<file path="src/rtl/question_8_pkg.sv">
// Shared constants and types for the question_8 adder/subtractor.
package question_8_pkg;

  // Default operand/result width.
  localparam int unsigned DEFAULT_WIDTH = 32;

  // Width of one carry-lookahead slice.
  localparam int unsigned SLICE_W = 4;

  // Registered status flags produced alongside the result.
  typedef struct packed {
    logic cout;
    logic ovf;
    logic zero;
  } flags_t;

  // Flag values while reset is held: a cleared result reads as zero.
  localparam flags_t FLAGS_RST = '{cout: 1'b0, ovf: 1'b0, zero: 1'b1};

endpackage : question_8_pkg

</file>
<file path="src/rtl/question_8_cla4.sv">
// 4-bit carry-lookahead slice with group propagate/generate outputs.
module cla4 (
  input  logic [3:0] a,
  input  logic [3:0] b,
  input  logic       cin,
  output logic [3:0] s,
  output logic       cout,
  output logic       p,
  output logic       g
);

  logic [3:0] pi;
  logic [3:0] gi;
  logic [3:0] c;

  // Per-bit propagate/generate.
  assign pi = a ^ b;
  assign gi = a & b;

  // Flattened lookahead carries into each bit position.
  assign c[0] = cin;
  assign c[1] = gi[0] | (pi[0] & cin);
  assign c[2] = gi[1] | (pi[1] & gi[0]) | (pi[1] & pi[0] & cin);
  assign c[3] = gi[2] | (pi[2] & gi[1]) | (pi[2] & pi[1] & gi[0])
              | (pi[2] & pi[1] & pi[0] & cin);

  // Group terms let a higher level look ahead across whole slices.
  assign p = &pi;
  assign g = gi[3] | (pi[3] & gi[2]) | (pi[3] & pi[2] & gi[1])
           | (pi[3] & pi[2] & pi[1] & gi[0]);

  assign cout = g | (p & cin);
  assign s    = pi ^ c;

endmodule : cla4

</file>
<file path="src/rtl/question_8.sv">
// Two's-complement adder/subtractor: combinational sum plus registered result and flags.
module question_8
  import question_8_pkg::*;
#(
  parameter int unsigned WIDTH = DEFAULT_WIDTH
) (
  input  logic [WIDTH-1:0] a,
  input  logic [WIDTH-1:0] b,
  input  logic             sub,
  output logic [WIDTH-1:0] sum,
  input  logic             clk,
  input  logic             rst,
  output logic [WIDTH-1:0] sum_q,
  output logic             cout_q,
  output logic             ovf_q,
  output logic             zero_q
);

  localparam int unsigned NSLICE = WIDTH / SLICE_W;

  // The slice chain only covers whole 4-bit groups.
  if ((WIDTH % SLICE_W) != 0) begin : g_width_check
    $error("question_8: WIDTH must be a multiple of 4");
  end

  logic [WIDTH-1:0]  bx;
  logic [NSLICE:0]   carry;
  logic [NSLICE-1:0] slice_p;
  logic [NSLICE-1:0] slice_g;
  logic [WIDTH-1:0]  sum_d;
  flags_t            flags_d;
  flags_t            flags_q;

  // Subtraction is a + ~b + 1: invert B and feed sub in as the carry.
  assign bx       = b ^ {WIDTH{sub}};
  assign carry[0] = sub;

  // Ripple the carry between 4-bit lookahead slices.
  for (genvar i = 0; i < NSLICE; i++) begin : g_slice
    cla4 u_cla4 (
      .a    (a[SLICE_W*i +: SLICE_W]),
      .b    (bx[SLICE_W*i +: SLICE_W]),
      .cin  (carry[i]),
      .s    (sum[SLICE_W*i +: SLICE_W]),
      .cout (carry[i+1]),
      .p    (slice_p[i]),
      .g    (slice_g[i])
    );
  end

  // Group p/g are not needed while carries ripple between slices.
  logic unused_pg;
  assign unused_pg = ^{slice_p, slice_g};

  // Status flags from the combinational result; ovf compares against conditioned B.
  always_comb begin
    flags_d      = FLAGS_RST;
    sum_d        = sum;
    flags_d.cout = carry[NSLICE];
    flags_d.ovf  = (a[WIDTH-1] == bx[WIDTH-1]) && (sum[WIDTH-1] != a[WIDTH-1]);
    flags_d.zero = (sum == '0);
  end

  // Output register, captures every edge; reset clears it immediately.
  always_ff @(posedge clk or posedge rst) begin
    if (rst) begin
      sum_q   <= '0;
      flags_q <= FLAGS_RST;
    end else begin
      sum_q   <= sum_d;
      flags_q <= flags_d;
    end
  end

  assign cout_q = flags_q.cout;
  assign ovf_q  = flags_q.ovf;
  assign zero_q = flags_q.zero;

endmodule : question_8

</file>
<file path="config.mk">
export PLATFORM = sky130hd
export DESIGN_NAME = question_8
export DESIGN_NICKNAME = d
export VERILOG_FILES = /design/src/rtl/question_8_pkg.sv /design/src/rtl/question_8_cla4.sv /design/src/rtl/question_8.sv
export SDC_FILE = /design/constraint.sdc
export NUM_CORES = 1
export LEC_CHECK = 0
export CORE_ASPECT_RATIO = 0.8
export CORE_MARGIN = 3
export CORE_UTILIZATION = 40
export DETAILED_ROUTE_END_ITERATION = 12
export PLACE_DENSITY_LB_ADDON = 0.15
export SLEW_MARGIN = 10
export SYNTH_ARGS = -nofsm -noshare
export SYNTH_HDL_FRONTEND = slang
export SYNTH_SLANG_ARGS = --single-unit
</file>
<file path="constraint.sdc">
create_clock -name clk -period 8.6 [get_ports clk]
set_input_delay 1.72 -clock clk [delete_from_list [all_inputs] [get_ports clk]]
set_output_delay 1.72 -clock clk [all_outputs]
set_load 0.01 [all_outputs]
</file>
==> impl.org, run 1 <==
** Synthesis
- In this run the cell area of the synthesized design comes to 0.00270 sq mm.
- Number of synthesized flops with an enable pin :: 0
- The number of nets handed over by synthesis was approximately 370.
- Ys Warns :: 0
- Async SR Flop Fraction :: 1.00
- Counting flops and latches in the post-synthesis netlist gives 35.
- The average instance in the mapped netlist occupies 10.3 sq um.
- Sequential share of the synthesized area :: 0.325
- The cell count after synthesis came out at about 260.
- Dominant register cell in the synthesized netlist :: dfrtp_1
- Yosys mapped the design onto 47 distinct sky130hd cell types.

** Clock network
- Count of instances resized after the clock tree is built :: 0
- Post-CTS Setup Inserts :: 0
- Hold buffer count at cts :: 0
- Clock tree root driver cell :: clkbuf_8
- Clock sink count :: 35
- The clock passes through at most 2 buffers.
- The H-tree was split into 2 levels.
- CTS Buf Count :: 5
- After clock tree synthesis, the clock-pin slew on the worst setup and hold paths is 0.08 ns.
- TritonCTS built the clock tree.

** Critical path
- Worst setup path end :: sum[28]
- Start point of the critical path :: sub
- Critical path endpoint category :: output port
- Required time of the critical path :: 6.88 ns
- The worst setup path is launched from a primary input.
- By startpoint and endpoint, the worst setup path is classified as in2out.
- Along the worst path, the maximum fanout reaches 23.
- STA puts the critical path data arrival time at 5.61 ns.

** Drt
- Post-route ant nets :: 0
- For this run, the detailed router's first-pass iteration total came to 4.
- Average wire length per cell after detail routing :: between 15 and 20 um
- The first routing iteration left between 80 and 90 violations.
- Residual DRC count :: 0
- After detailed routing, the number of vias per cell comes to 4.89.
- Total length of routed wires :: 7.70 mm
- The detailed router placed roughly 2,400 vias in this run.

** Die
- about 130 I/O pins were placed.
- From left edge to right edge, the die measures 97.8 um.
- After floorplanning, the core was sized to cover 0.00647 sq mm.
- The initial utilization of the core area, before any placement, comes to 0.417.
- Die Footprint :: 0.00777 sq mm
- Row generation in the floorplan step produced 26 rows.
- Chip Height :: 79.5 um

** Finish
- Leaving out fill and tap cells, the most frequent cells in the layout are clkdlybuf4s50_1 (132), xor2_1 (39), dfrtp_1 (34).
- With fillers left out, the area of the finished cells amounts to 0.00421 sq mm.
- # diodes :: 0
- Once layout is complete, the cells apart from fillers number between 400 and 500.
- Relative to the synthesized area, the layout overhead comes to 55.9%.
- Sequential standard cell area :: 877 sq um
- Net count, final :: a little over 500
- Multi-input logic area :: 0.00169 sq mm
- Fraction of layout instances using a drive strength above 1 :: 0.0572
- Most frequent standard cell in the layout excluding fill and tap cells :: clkdlybuf4s50_1
- Total of fill cells in the finished design :: ~540

** Timing
- Setup repair after global routing left no endpoint under its margin.
- Min cycle time layout :: 7.33 ns
- Final max-slew violation count :: 0
- The tightest hold path in the finished design has a slack of ~1.8 ns.
- Actual transition at the worst max-transition pin :: around 0.65 ns
- Setup Total Neg Slack :: 0 ns
- Of the available clock period, the critical path in the final layout requires 0.853.
- Final setup violation count :: 0
- Slew HR :: 0.566
- Achievable Freq :: 0.136 GHz
- The number of hold-slack violations in the final timing report was 0.

** Power
- Of the total power, combinational logic draws 0.590.
- Portion of total power attributed to sequential cells :: 0.266
- Summed over all nets, the switching power comes to 0.309 mW.
- Across the VDD grid, the largest voltage drop is 78.4 uV.
- Of the total power, the share spent switching nets is 0.365.
- Internal power component :: 0.539 mW
- For this design the static power due to leakage is between 1.5 and 2 nW.
- In this run the power density over the cells is 201 mW/mm^2.
- The share of total power dissipated in the clock network is 0.144.
- The design draws 0.847 mW.

** Global routing
- Across every metal layer, demand over resource in global routing totals 0.205.
- Number of antenna violations at the first check in global routing :: 0
- Maximum number of pins on one net before global-route repair :: 36
- Aggregate global routing overflow :: 0
- First-pass GRT wire length :: about 13 mm
- The via count of the first global-routing pass came to around 2,500.

** Place
- In this run, placement finished with an instance count of 478.
- The congestion estimate from routability-driven global placement came to a little over 0.8.
- Buffers placed on the I/O ports in this run total 133.
- Detailed placement ended at an HPWL of around 6.5 mm.
- DP Area :: 0.00412 sq mm

** Worst hold path
- Hold Path Class :: in2async

** Run status
- Run status :: complete, no violations

** Flow run
- Max-Cap Viols :: 0
==> stage by stage <==
| step | setup WS [ns] | util |
|---|---|---|
| 2_1_floorplan | 1.57 | - |
| 3_3_place_gp | 1.32 | 0.637 |
| 3_5_place_dp | 1.16 | 0.637 |
| 4_1_cts | 1.26 | 0.650 |
| 5_1_grt | 0.919 | 0.650 |
| 6_report | 1.27 | 0.650 |
==> final cells by class <==
class                      instances  share of cell area
clock buffer                       6              0.0173
clock inverter                     2             0.00297
inverter                          28              0.0250
multi-input combinational        196               0.402
sequential                        35               0.209
tap                               84              0.0250
timing repair buffer             135               0.319
==> worst min path at each step <==
stage / start / to / slack (ns)
6_report: rst / sum_q[2]$_DFF_PP0_ / 1.84
5_1_grt: rst / sum_q[1]$_DFF_PP0_ / 1.91
4_1_cts: rst / sum_q[1]$_DFF_PP0_ / 1.87
3_5_place_dp: rst / sum_q[1]$_DFF_PP0_ / 2.18
3_3_place_gp: rst / sum_q[2]$_DFF_PP0_ / 2.17
2_1_floorplan: rst / cout_q$_DFF_PP0_ / 1.87
==> cell usage after synthesis, types with 3 or more instances <==
library cell  count  share of area
a21o_1            6          0.017
a21oi_1          17          0.032
and3_1            3         0.0070
clkbuf_1          3         0.0042
dfrtp_1          34           0.32
fa_1              7          0.052
ha_1             32           0.15
inv_1            28          0.039
nand2_1           6         0.0083
nand3_1           4         0.0074
nand4_1           4         0.0093
nor2_1           13          0.018
nor2b_1           4         0.0093
o21bai_1          3         0.0083
or4_1             3         0.0083
xnor2_1          16          0.052
xor2_1           39           0.13
==> power groups by stage <==
| stage | registers [mW] | logic, mW | clock network, mW |
|---|---|---|---|
| floorplan | 0.257 | 0.196 | 0 |
| global placement | 0.227 | 0.499 | 0 |
| detailed placement | 0.229 | 0.502 | 0 |
| CTS | 0.226 | 0.505 | 0.124 |
| global route | 0.231 | 0.540 | 0.131 |
| finish | 0.226 | 0.500 | 0.122 |
==> critical path: stages <==
cell and delay, ns:
buf_2 0.51, buf_4 0.37, xor2_1 0.17, ha_1 0.29
nor2b_1 0.15, o21ai_0 0.15, nand3b_1 0.11, a31oi_2 0.27
o21ai_1 0.19, a221o_1 0.38, nor2_1 0.17, fa_1 0.45
inv_1 0.12, clkdlybuf4s50_1 0.55
==> sequential cells by signal (all words and copies together) (netlist names) <==
register	flops
sum_q	32
cout_q	1
ovf_q	1
zero_q	1
==> cell families after synthesis <==
logic type	share of synthesized area
muxes	0.00371
AOI/OAI and AO/OA	0.139
and+or+nand+nor	0.106
buffers and inverters	0.0473
DFF	0.325
xor gates and xnor gates	0.179
adders and majority gates	0.200
==> routing by layer <==
| metal | wire length, um | share of wire | track usage | vias up |
|---|---|---|---|---|
| li1 | - | - | - | 1183 |
| met1 | 3540 | 0.46 | 0.280 | 1087 |
| met2 | 3570 | 0.46 | 0.338 | 100 |
| met3 | 514 | 0.067 | 0.0419 | 8 |
| met4 | 70 | 0.0091 | 0.0470 | 0 |
| met5 | 0 | 0 | 0 | - |
No activity file was read; power rests on OpenSTA's default activity.
==> inputs of run 2 (changes only) <==
Settings changed: CORE_UTILIZATION 40 to 37.
Clock period 8.6 ns to 6.66 ns, I/O delays scaled along.
==> run 2 against run 1 <==
- combinational power up 32%
- worst hold slack worse by 0.39 ns
- core utilization down 3.1 points
- via count up 2.0%
- count of clock-buffer cells in the layout up 1
==> impl.org, run 2 (synthesis results as in run 1) <==
** Critical path
- The largest stage delay on the critical path was 0.48 ns (was 0.55 ns).
- The most numerous cell type found on the critical path is nor2_1.
- Required time of the critical path :: 6.84 ns (was 6.88 ns)
- Critical path endpoint category :: register (was output port)
- The maximum fanout along the worst path was 4 (was 23).
- Critical path cell sequence :: clkdlybuf4s50_1 > xor2_1 > ha_1 > a21oi_2 > nor2_1 > a211oi_4 > o21ai_2 > a31oi_2 > o21ai_1 > a221o_1 > nor2_1 > fa_1 > xnor2_1 > or4_1 > nor2_1 > or4b_1 > a2111o_1 > a2111oi_2 > or4b_1 > a2111oi_2 (was buf_2 > buf_4 > xor2_1 > ha_1 > nor2b_1 > o21ai_0 > nand3b_1 > a31oi_2 > o21ai_1 > a221o_1 > nor2_1 > fa_1 > inv_1 > clkdlybuf4s50_1)
- The startpoint class of the critical path was a primary input (unchanged).
- The critical path data arrival time came to 6.51 ns (was 5.61 ns).
- The combined buffer and inverter count along the critical path is 1 (was 4).
- The critical-path cell with the highest stage delay was or4b_1 (was clkdlybuf4s50_1).
- The path type of the worst setup path was in2reg (was in2out).
- The gate family responsible for the most delay along the worst path is compound AO/OA/AOI/OAI gates (was buffers and inverters).

** Drt
- Post-route ant nets :: 0 (unchanged)
- Residual DRC count :: 0 (unchanged)
- The number of DRC violations after detailed-routing iteration 0 is 98 (was 88).
- Total length of routed wires :: 7.33 mm (was 7.70 mm)
- The number of iterations in the first detailed-routing pass is 4 (unchanged).
- The routed via count came to 2,426 (was 2,378).
- The routed length per instance is 14.7 um (was 15.8 um).
- Number of vias per cell after detailed routing :: 4.86 (was 4.89)

** Clock network
- CTS HTree Levels :: 2 (unchanged)
- The library cell used as clock root buffer is clkbuf_8 (unchanged).
- The CTS tree was done (unchanged).
- Clock buffer depth :: 2 (unchanged)
- Clock transition at the register clock pins on the worst setup and hold paths after CTS :: 0.07 ns (was 0.08 ns)
- The number of sinks driven by the clock tree was 35 (unchanged).
- The number of clock buffers inserted by TritonCTS came to 5 (unchanged).
- Post-CTS Setup Inserts :: 0 (unchanged)

** Global routing
- The remaining global-route overflow was 0 (unchanged).
- The via count of the first global-routing pass is 2,399 (was 2,496).
- The largest net degree at the start of global routing was 36 (unchanged).
- Gr usage total :: 0.184 (was 0.205)
- The global-route wire length before repair was 11.9 mm (was 12.7 mm).
- The number of antenna violations at the first check in global routing came to 0 (unchanged).

** Die
- Die Footprint :: 0.00836 sq mm (was 0.00777 sq mm)
- The die height came to 82.4 um (was 79.5 um).
- FP Rows :: 27 (was 26)
- The number of placed I/O pins came to 134 (unchanged).
- The width of the die was 101 um (was 97.8 um).
- Standard cell core area :: 0.00699 sq mm (was 0.00647 sq mm)
- Initial Util :: 0.386 (was 0.417)

** Finish
- Net count, final :: 517 (was 507)
- The commonest non-fill, non-tap cell in the layout was clkdlybuf4s50_1 (unchanged).
- Highest-count cells in the layout ignoring fill and taps: clkdlybuf4s50_1 (132), xor2_1 (39), dfrtp_1 (34) (unchanged).
- # diodes :: 0 (unchanged)
- Fraction of layout instances using a drive strength above 1 :: 0.0850 (was 0.0572)
- Largest register FFs :: 32 (unchanged)
- Most flop-heavy register :: sum_q (unchanged)
- The area growth from synthesis to layout is 60.3% (was 55.9%).

** Timing
- The aggregate negative setup slack is 0 ns (unchanged).
- Achievable Freq :: ~0.16 GHz
- Slew HR :: 0.692 (was 0.566)
- In the finished design, the share of the clock period the worst path needs comes to 0.950.
- The pin slew with the least headroom to its limit came to 0.462 ns (was 0.651 ns).
- Min cycle time layout :: roughly 6.3 ns
- Final max-slew violation count :: 0 (unchanged)
- Final setup violation count :: 0 (unchanged)
- Unrepaired setup endpoints after global routing :: false (unchanged)
- The number of hold-slack violations in the final timing report was 0 (unchanged).

** Place
- The placer congestion estimate came to 0.891 (was 0.831).
- Final HPWL DP :: 6.30 mm (was 6.46 mm)
- The count of input and output buffers came to 133 (unchanged).

** Power
- Leakage power :: 1.93 nW (was 1.87 nW)
- The total power density per cell area came to 260 mW/mm^2 (was 201 mW/mm^2).
- Maximum VDD drop :: 107 uV (was 78.4 uV)
- The sum of internal, switching and leakage power is 1.13 mW (was 0.847 mW).

** Worst hold path
- The class of the tightest hold or removal check is in2async (unchanged).

** Flow run
- Max-Cap Viols :: 0 (unchanged)

** Run status
- Run status: complete, no violations (unchanged).
[run 2: area by class of cell]
| cell class | count | area, sq um |
|---|---|---|
| fillers | 594 | 2670 |
| multi-input cells | 196 | 1700 |
| repair buffers | 145 | 1430 |
| flip-flops and latches | 35 | 877 |
| well taps | 87 | 109 |
| inverters | 28 | 105 |
| clock buffers | 7 | 96.3 |
| clock inverters | 1 | 7.51 |
[run 2: timing repair]
item	4_1_cts	5_1_grt
setup endpoints to repair	0	2
gates resized for setup	0	1
hold buffers	0	0
[run 2: where the power goes]
| part | switching [mW] | leakage, nW | internal, mW |
|---|---|---|---|
| registers | 0.0160 | 0.407 | 0.275 |
| clock network | 0.0788 | 0.0505 | 0.0941 |
| logic | 0.300 | 1.48 | 0.361 |
[run 2: worst max path at each step]
stage / to / depth (start not counted) / from
floorplan: zero_q$_DFF_PP1_ / 21 / sub
global placement: zero_q$_DFF_PP1_ / 20 / b[0]
detailed placement: zero_q$_DFF_PP1_ / 20 / b[0]
CTS: sum[30] / 14 / b[0]
global route: zero_q$_DFF_PP1_ / 20 / b[0]
finish: zero_q$_DFF_PP1_ / 20 / b[0]
[run 2: routing by layer]
layer  track usage  vias to the layer above  wire length [um]
li1              -                     1200                 -
met1         0.257                     1117              3390
met2         0.289                      103              3320
met3        0.0521                        6               572
met4        0.0292                        0                54
met5             0                        -                 0
[run 2: stage by stage]
stage,hold slack [ns],util,setup slack [ns],instance area [sq um],std cells
after floorplan,1.49,-,0.0220,2700,263
after global placement,1.77,0.602,0.123,4210,491
after detailed placement,1.78,0.602,0.0141,4210,491
after CTS,1.48,0.617,0.217,4320,499
after global routing,1.51,0.618,0.0358,4320,499
final,1.45,0.618,0.335,4320,499
==> inputs of run 3 (changes only) <==
--- a/config.mk
+++ b/config.mk
@@ -12,2 +12,3 @@
 export PLACE_DENSITY_LB_ADDON = 0.15
+export SETUP_SLACK_MARGIN = 0.05
 export SLEW_MARGIN = 10
--- a/constraint.sdc
+++ b/constraint.sdc
@@ -3,2 +3,2 @@
 set_output_delay 1.332 -clock clk [all_outputs]
-set_load 0.01 [all_outputs]
+set_load 0.05 [all_outputs]
==> run 3 against run 2 <==
- fmax rose by 0.57%
- sequential power barely moved
- global-route usage rose by 0.64 points
- die area did not move
- non-clock buffer count fell by 1
- combinational power rose by 63%
- sequential cell count did not move
- worst hold slack improved by 0.014 ns
- largest cell class unchanged
==> impl.org, run 3 (synthesis results as in run 1) <==
** Run status
- Run status: complete, no violations (unchanged).

** Global routing
- The global-route wire length before repair is 12.4 mm (was 11.9 mm).
- Gr usage total :: 0.190 (was 0.184)
- Met1 capacity usage during global routing :: 0.254 (was 0.257)
- The remaining global-route overflow is 0 (unchanged).
- The fraction of met3 tracks used by global routing is 0.0462 (was 0.0521).
- The number of antenna violations at the first check in global routing came to 0 (unchanged).
- Maximum number of pins on one net before global-route repair :: 36 (unchanged)
- The busiest layer in global routing is met2 (unchanged).
- The via count of the first global-routing pass is 2,561 (was 2,399).
- The global-route met2 utilization is 0.320 (was 0.289).

** Timing
- The worst hold slack across all endpoints was 1.47 ns (was 1.45 ns).
- Unrepaired setup endpoints after global routing :: false (unchanged)
- The number of setup violations in the final report is 0 (unchanged).
- Achievable Freq :: 0.159 GHz (was 0.158 GHz)
- Min cycle time layout :: 6.29 ns (was 6.32 ns)
- The tightest slew margin relative to the limit came to 0.627 (was 0.692).
- The aggregate negative setup slack came to 0 ns (unchanged).
- The post-layout worst setup margin was 0.371 ns (was 0.335 ns).
- The pin slew with the least headroom to its limit came to 0.556 ns (was 0.462 ns).
- Share of the cycle needed by the critical path after routing :: 0.944 (was 0.950)
- The number of hold-slack violations in the final timing report is 0 (unchanged).
- Final max-slew violation count :: 0 (unchanged)

** Finish
- Highest-count cells in the layout ignoring fill and taps: clkdlybuf4s50_1 (122), xor2_1 (39), dfrtp_1 (34) (was clkdlybuf4s50_1 (132), xor2_1 (39), dfrtp_1 (34)).
- The area growth from synthesis to layout came to 61.7% (was 60.3%).
- Total of fill cells in the finished design :: 604 (was 594)
- Net count, final :: 516 (was 517)
- The fraction of final layout cells sized beyond drive strength 1 came to 0.122 (was 0.0850).
- The count of inserted antenna diode cells came to 0 (unchanged).
- The register name with the most flops is sum_q (unchanged).
- Largest register FFs :: 32 (unchanged)
- The area of all placed cells without fillers was 0.00436 sq mm (was 0.00432 sq mm).
- Most frequent standard cell in the layout excluding fill and tap cells :: clkdlybuf4s50_1 (unchanged)

** Drt
- The number of iterations in the first detailed-routing pass was 4 (unchanged).
- The total length of routed wires was 7.94 mm (was 7.33 mm).
- The routed length per instance came to 15.9 um (was 14.7 um).
- Post-route ant nets :: 0 (unchanged)
- Residual DRC count :: 0 (unchanged)
- Number of vias per cell after detailed routing :: 4.90 (was 4.86)
- Number of vias in the routed layout :: 2,438 (was 2,426)
- The number of DRC violations after detailed-routing iteration 0 was 140 (was 98).

** Clock network
- The number of sinks driven by the clock tree came to 35 (unchanged).
- The H-tree depth is 2 (unchanged).
- Clock buffer depth :: 2 (unchanged)
- The CTS tree is done (unchanged).
- The post-CTS clock slew at the launch and capture registers of the worst setup and hold paths was 0.08 ns (was 0.07 ns).
- Clock tree root driver cell :: clkbuf_8 (unchanged)
- CTS Buf Count :: 5 (unchanged)

** Die
- The starting utilization of the core area was 0.386 (unchanged).
- The width of the die is 101 um (unchanged).
- Die Footprint :: 0.00836 sq mm (unchanged)
- The die height was 82.4 um (unchanged).
- Top Ports :: 134 (unchanged)
- The core outline area is 0.00699 sq mm (unchanged).
- The number of placement rows is 27 (unchanged).

** Power
- The worst IR drop on VDD is 171 uV (was 107 uV).
- Leakage power :: 1.95 nW (was 1.93 nW)
- Pwr Density :: 350 mW/mm^2 (was 260 mW/mm^2)

** Flow run
- Max-Cap Viols :: 0 (unchanged)

** Place
- DP Area :: 0.00425 sq mm (was 0.00421 sq mm)
- Port Buffer Count :: 133 (unchanged)
- Worst slack, placed :: 0.0180 ns (was 0.0141 ns)
- Global placement routability congestion :: 0.854 (was 0.891)
- Final HPWL DP :: 6.62 mm (was 6.30 mm)

** Critical path
- Required time of the critical path :: 5.33 ns (was 6.84 ns)
- The startpoint class of the critical path is a primary input (unchanged).
- Worst EP arrival :: 4.96 ns (was 6.51 ns)
- Type of the setup path with the least slack :: in2out (was in2reg)
- Critical path endpoint category :: output port (was register)
- Max FO, Critical Path :: 5 (was 4)

** Worst hold path
- The class of the tightest hold or removal check is in2async (unchanged).
[run 3: changes by cell type in the layout (fill, tap and decap cells not counted), moves of 2 or more]
cell             previous run  this run
xnor2_1                    16        14
buf_12                      1         4
clkdlybuf4s50_1           132       122
nor2_1                     13        11
nor2_2                      0         2
clkbuf_8                    7         5
buf_4                      11        17
[run 3: how the worst max path moves through the flow]
stage          slack, ns  cells after the start               end  from
2_1_floorplan       0.07                     21  zero_q$_DFF_PP1_   sub
3_3_place_gp        0.13                     20  zero_q$_DFF_PP1_  b[0]
3_5_place_dp        0.02                     20  zero_q$_DFF_PP1_  b[0]
4_1_cts             0.29                     20  zero_q$_DFF_PP1_  b[0]
5_1_grt             0.08                     13           sum[18]  b[0]
6_report            0.37                     13           sum[16]  b[0]
[run 3: per-stage QoR]
stage | total power [mW] | util | instances
2_1_floorplan | 0.983 | - | 263
3_3_place_gp | 1.37 | 0.607 | 490
3_5_place_dp | 1.37 | 0.607 | 490
4_1_cts | 1.53 | 0.620 | 498
5_1_grt | 1.60 | 0.624 | 498
6_report | 1.53 | 0.624 | 498
[run 3: report_power, final]
part	leakage [nW]	total, mW	internal (mW)	switching [mW]
Combinational	1.51	1.08	0.371	0.707
Sequential	0.407	0.292	0.275	0.0168
Clock	0.0412	0.155	0.0732	0.0822
Total	1.95	1.53	0.720	0.806
[run 3: critical path, stage by stage]
cell and delay [ns]:
clkdlybuf4s50_1 0.51, xor2_1 0.17, ha_1 0.28, a21oi_2 0.17, nor2_2 0.07, a211oi_4 0.27
o21ai_2 0.12, buf_4 0.16, a21o_1 0.19, a31oi_1 0.28, fa_1 0.46, inv_1 0.13
clkdlybuf4s50_1 0.82
[run 3: timing repair]
item / CTS / global route
endpoints found under the setup margin: 0 / 2
buffers inserted: 0 / 0
gates resized for setup: 0 / 6
hold endpoints to repair: 0 / 0
hold buffers: 0 / 0
[run 3: cell type report]
class                   instances  area, sq um  area share
clock inverters                 2         12.5     0.00287
flip-flops and latches         35          877       0.201
well taps                      87          109      0.0250
inverters                      28          105      0.0241
clock buffers                   6         72.6      0.0166
repair buffers                144         1430       0.329
multi-input cells             196         1750       0.402
[run 3: per-layer routing]
metal  vias to the layer above  wire length, um  share of wire
met3                         8              605          0.076
li1                       1206                -              -
met4                         0               46         0.0058
met2                       101             3650           0.46
met5                         -                0              0
met1                      1123             3640           0.46
